[config.mk]
export PLATFORM = sky130hd
export DESIGN_NAME = mem_port_arbiter
export DESIGN_NICKNAME = d
export VERILOG_FILES = /design/src/rtl/kgp_arb_defs.sv /design/src/rtl/rr_pick2.sv /design/src/rtl/mem_port_arbiter.sv
export SDC_FILE = /design/constraint.sdc
export NUM_CORES = 1
export LEC_CHECK = 0
export CAP_MARGIN = 20
export CORE_AREA = 4 4 104 106
export DETAILED_ROUTE_END_ITERATION = 16
export DIE_AREA = 0 0 108 110
export PLACE_DENSITY = 0.81
export SLEW_MARGIN = 10
export SYNTH_ARGS = -nofsm -noshare
export SYNTH_HDL_FRONTEND = slang
export SYNTH_SLANG_ARGS = --single-unit
[constraint.sdc]
create_clock -name clk -period 2.5 [get_ports clk]
set_clock_uncertainty 0.2 [all_clocks]
set_input_delay 0.5 -clock clk [delete_from_list [all_inputs] [get_ports clk]]
set_output_delay 0.5 -clock clk [all_outputs]
set_load 0.1 [all_outputs]
[src/rtl/kgp_arb_defs.sv]
// Shared definitions for the KGPminiRISC memory-port arbiter:
// sequencer state encodings, port index constants and default sizing.
package kgp_arb_defs;

  // Sequencer state encodings; 2'd3 is unused and recovers to ST_IDLE.
  localparam logic [1:0] ST_IDLE  = 2'd0;
  localparam logic [1:0] ST_GRANT = 2'd1;
  localparam logic [1:0] ST_DONE  = 2'd2;

  // Requester indices as seen on sel.
  localparam logic PORT_IFETCH = 1'b0;
  localparam logic PORT_LSU    = 1'b1;

  // Default sizing of the GRANT timeout.
  localparam int DEF_TIMEOUT = 16;
  localparam int DEF_CNT_W   = 8;

endpackage

[src/rtl/rr_pick2.sv]
// Two-way round-robin chooser. A lone requester always wins; under
// contention the port that did not win last time is picked.
module rr_pick2
  import kgp_arb_defs::*;
(
  input  logic req0,
  input  logic req1,
  input  logic last,
  output logic grant_valid,
  output logic grant_idx
);

  // Pure combinational pick, no state of its own.
  always_comb begin
    grant_valid = req0 | req1;
    if (req0 && req1) begin
      grant_idx = ~last;
    end else if (req1) begin
      grant_idx = PORT_LSU;
    end else begin
      grant_idx = PORT_IFETCH;
    end
  end

endmodule

[src/rtl/mem_port_arbiter.sv]
// Shares the single 32-bit memory port between instruction fetch (port 0)
// and the load/store unit (port 1). One access in flight at a time,
// sequenced IDLE -> GRANT -> DONE, round-robin between the ports.
module mem_port_arbiter
  import kgp_arb_defs::*;
#(
  parameter int TIMEOUT = DEF_TIMEOUT,
  parameter int CNT_W   = DEF_CNT_W
) (
  input  logic        clk,
  input  logic        rst,
  input  logic        req0,
  input  logic        we0,
  input  logic [31:0] addr0,
  input  logic [31:0] wdata0,
  input  logic        req1,
  input  logic        we1,
  input  logic [31:0] addr1,
  input  logic [31:0] wdata1,
  output logic        done0,
  output logic        done1,
  output logic [31:0] rdata,
  output logic        err,
  output logic        sel,
  output logic        mem_valid,
  output logic        mem_we,
  output logic [31:0] mem_addr,
  output logic [31:0] mem_wdata,
  input  logic [31:0] mem_rdata,
  input  logic        mem_ready
);

  logic [1:0]       state_reg;
  logic [1:0]       state_next;
  logic [CNT_W-1:0] cnt_reg;
  logic             sel_reg;
  logic             last_reg;
  logic [1:0]       done_reg;
  logic [31:0]      rdata_reg;
  logic             err_reg;

  logic grant_valid;
  logic grant_idx;
  logic timeout_hit;
  logic in_grant;

  rr_pick2 u_pick (
    .req0        (req0),
    .req1        (req1),
    .last        (last_reg),
    .grant_valid (grant_valid),
    .grant_idx   (grant_idx)
  );

  assign in_grant    = (state_reg == ST_GRANT);
  assign timeout_hit = (cnt_reg == CNT_W'(TIMEOUT - 1));

  // Operands come straight from the granted port; the requester holds them
  // stable for the whole GRANT phase, so nothing is latched here.
  assign mem_valid = in_grant;
  assign mem_we    = in_grant & (sel_reg ? we1 : we0);
  assign mem_addr  = sel_reg ? addr1  : addr0;
  assign mem_wdata = sel_reg ? wdata1 : wdata0;

  assign sel   = sel_reg;
  assign done0 = done_reg[0];
  assign done1 = done_reg[1];
  assign rdata = rdata_reg;
  assign err   = err_reg;

  // Next-state decode; mem_ready takes priority over an expiring timeout.
  always_comb begin
    state_next = state_reg;
    case (state_reg)
      ST_IDLE:  if (grant_valid) state_next = ST_GRANT;
      ST_GRANT: if (mem_ready || timeout_hit) state_next = ST_DONE;
      ST_DONE:  state_next = ST_IDLE;
      default:  state_next = ST_IDLE;
    endcase
  end

  // State, grant bookkeeping and the registered requester-side outputs.
  always_ff @(posedge clk) begin
    if (rst) begin
      state_reg <= ST_IDLE;
      sel_reg   <= PORT_IFETCH;
      last_reg  <= PORT_LSU;
      cnt_reg   <= '0;
      done_reg  <= 2'b00;
      rdata_reg <= 32'd0;
      err_reg   <= 1'b0;
    end else begin
      state_reg <= state_next;
      done_reg  <= 2'b00;
      case (state_reg)
        ST_IDLE: begin
          if (grant_valid) begin
            sel_reg <= grant_idx;
            cnt_reg <= '0;
          end
        end
        ST_GRANT: begin
          cnt_reg <= cnt_reg + CNT_W'(1);
          if (mem_ready) begin
            rdata_reg         <= mem_rdata;
            err_reg           <= 1'b0;
            done_reg[sel_reg] <= 1'b1;
          end else if (timeout_hit) begin
            rdata_reg         <= 32'd0;
            err_reg           <= 1'b1;
            done_reg[sel_reg] <= 1'b1;
          end
        end
        ST_DONE: begin
          last_reg <= sel_reg;
        end
        default: ;
      endcase
    end
  end

endmodule
==> results.md <==
* Fmax achieved at 421.0 MHz
* Syn nets at 461
* Die Ht at 110 µm
* P_int at 1.722 mW
* Synth-to-Final Area Change at 127.8%
* Core area at 9774 µm²
* CP max FO at 25
* RSZ-0062 raised after global routing: false
* CP peak stage delay at 550 ps
* Crit-path cells: buf_12, mux2i_1, nor2_4, buf_12
* Combined buffer and inverter count along the critical path at 2
* Synthesized area at 2716 µm²
* IO Pins at 269
* Synth warn at 0
* Num CTS Buffers at 5
* CTS clk-pin slew, worst paths at 80 ps
* CTS root buffer: clkbuf_8
* Kind of critical path: reg2out
* Met3 Usage GRT at 5.183%
* Number of global-route vias before repair at 3401
* Switching pwr at 1.440 mW
* Share of cells above drive strength 1 at 38.88%
* Comb pwr share at 60.5%
* CP Data Required Time at 1800 ps
* Count of cells resized by post-cts repair at 0
* Antenna Nets Post-Route at 0
* Power per Cell Area at 511.0 nW/µm²
* Port Buffers at 268
* Register area share after synthesis at 34.64%
* Final HPWL DP at 11.39 mm
* Routed WL at 13.27 mm
* Via total after detailed routing at 3236
* Sw Ratio at 45.54%
* Initial cell density of the core at 27.79%
* Clock Latency Late Sink at 290 ps
* CP top delay family: flip-flops
* Setup bufs post-CTS at 0
* H-tree Lvls at 2
* First-pass GRT wire length at 19.15 mm
* CTS tree: yes
* 1st-iter DRT viols at 139
* Vias per cell at 4.710
* Max Slew Vio Count at 0
* Overflow after GRT at 0
* Grt met1 use at 23.70%
* CP endpoint kind: output pin
* Cells after synthesis at 293
* FP Rows at 36
* Gr usage total at 21.14%
* CP max stage cell: dfxtp_4
* Final net count at 720
* TritonRoute pass-1 iters at 4
* Crit path top cell by count: buf_12
* Final setup violation count at 0
* Routed wire per std cell at 19.31 µm
* DRC violations left at 0
* Startpoint Class: flop
* Status: completed
* # hold bufs at CTS at 0
* DIE AREA at 11880 µm²
* Max cap viols at 0
* Met2 Use GR at 39.83%
* Flop pwr share at 25.6%
* Slew HR at 66.00%
* FF+latch count, synth at 47
* CTS max path bufs at 2
* Slew @ Worst Pin at 510.0 ps
* Avg Inst Size Synth at 9.271 µm²
* LEAKAGE at 2.380 nW
* Largest register FFs at 32
* Peak VDD IR at 0.0003334 V
* Final core occ at 63.30%
* TritonCTS Sinks at 47
* Distinct cells, synth at 36
* Final hold violation count at 0
* Tightest Hold Check Type: reg2reg
* Gr busiest metal: met2
* Post-layout minimum cycle time at 2375 ps
* Post-Route Setup TNS at 0 ps
* Initial antenna violation count at 1
* Fill cells at 808
* Die width at 108 µm
* Largest net degree at the start of global routing at 33
* Clock power frac at 13.9%
* Final Cycle Share at 95.01%
* Final GP Congestion at 0.8934
* Worst path arrival time at 1680 ps
## placed cells by master, fill, tap and decap left out, types with 2 or more instances in the layout
master and count:
nand2_1 70, mux2_2 64, a311oi_1 2, o21ai_0 6, or2_2 2, buf_4 38, a21oi_1 10, a211oi_1 2
dfxtp_1 46, nor2_1 4, nor3_1 4, nand3_1 3, clkdlybuf4s50_1 166, inv_1 4, a21oi_2 30, buf_12 69
mux2i_1 3, or3_1 2, clkbuf_8 5
## worst min-delay path: cells and delay by family (launching register included)
| family | cells | cell delay [ps] |
|---|---|---|
| DFF | 1 | 320 |
| AOI/OAI and AO/OA | 1 | 50 |
| and+or+nand+nor | 1 | 50 |
## power groups by stage
| stage | sequential (mW) | clock (mW) | combinational [mW] |
|---|---|---|---|
| after global routing | 0.814 | 0.485 | 1.96 |
| after CTS | 0.809 | 0.457 | 1.92 |
| after global placement | 0.824 | 0 | 1.90 |
| after detailed placement | 0.826 | 0 | 1.92 |
| final | 0.809 | 0.440 | 1.91 |
| after floorplan | 0.996 | 0 | 0.948 |
## cell type report
type                       instances  area (µm²)  share of cell area (%)
antenna                            1       2.502                 0.04044
clock buffer                       6       72.57                   1.173
clock inverter                     2       11.26                  0.1820
inverter                           5       23.77                  0.3842
multi-input combinational        220        1638                   26.47
sequential                        47       944.7                   15.27
tap                              133       166.4                   2.690
timing repair buffer             273        3328                   53.79
## per-stage QoR
stage	area, µm²	std cells	total power [mW]	setup slack, ps	hold WS, ps
final	6187	687	3.162	124.7	265.4
after global routing	6187	687	3.263	59.11	295.4
after CTS	6185	686	3.187	108.0	269.2
after detailed placement	6101	678	2.744	320.5	257.5
after global placement	6101	678	2.722	335.2	253.8
after floorplan	2728	293	1.944	35.96	243.6
## final timing paths
kind / from / to / slack, ps / cells past startpoint
worst max-delay path: sel$_SDFFE_PP0P_ / mem_we / 120 / 4
worst min-delay path: rdata[1]$_SDFFE_PP0P_ / rdata[1]$_SDFFE_PP0P_ / 270 / 2
worst max register to register: cnt_reg[0]$_SDFFE_PP0P_ / rdata[1]$_SDFFE_PP0P_ / 530 / 4
worst min register to register: rdata[1]$_SDFFE_PP0P_ / rdata[1]$_SDFFE_PP0P_ / 270 / 2
## kinds of logic after synthesis
group / share of synthesized area [%]
fa+ha+maj: 0.4605
flops: 34.64
buf+inv: 5.343
compound gates: 16.35
mux: 27.64
simple gates: 15.57
## synthesized netlist by cell type
master	n	area share, %
nand2_1	70	9.7
mux2_2	64	27
dfxtp_1	47	35
a21oi_2	30	9.7
a21oi_1	10	1.8
buf_2	10	1.8
clkbuf_1	7	0.97
o21ai_0	6	1.1
nor2_1	5	0.69
buf_6	4	1.7
inv_1	4	0.55
nor3_1	4	0.74
mux2i_1	3	1.1
nand3_1	3	0.55
a211oi_1	2	0.55
a311oi_1	2	0.64
or2_2	2	0.46
or3_1	2	0.46
a211o_1	1	0.32
a31oi_1	1	0.23
a41o_4	1	0.78
a41oi_1	1	0.32
and3_1	1	0.23
and3b_1	1	0.32
ha_1	1	0.46
inv_6	1	0.32
nand2b_1	1	0.23
nand3b_1	1	0.28
nand4b_1	1	0.32
nor4_1	1	0.23
nor4_4	1	0.78
nor4b_1	1	0.32
o211ai_1	1	0.28
o21a_1	1	0.28
o221ai_1	1	0.32
or2b_1	1	0.28
## metal layers
layer  routed length, µm  vias up
met4                 242        0
met2                7005      142
met5                   0        -
li1                    -     1541
met1                4929     1535
met3                1088       18
(Power assumes the default switching activity.)
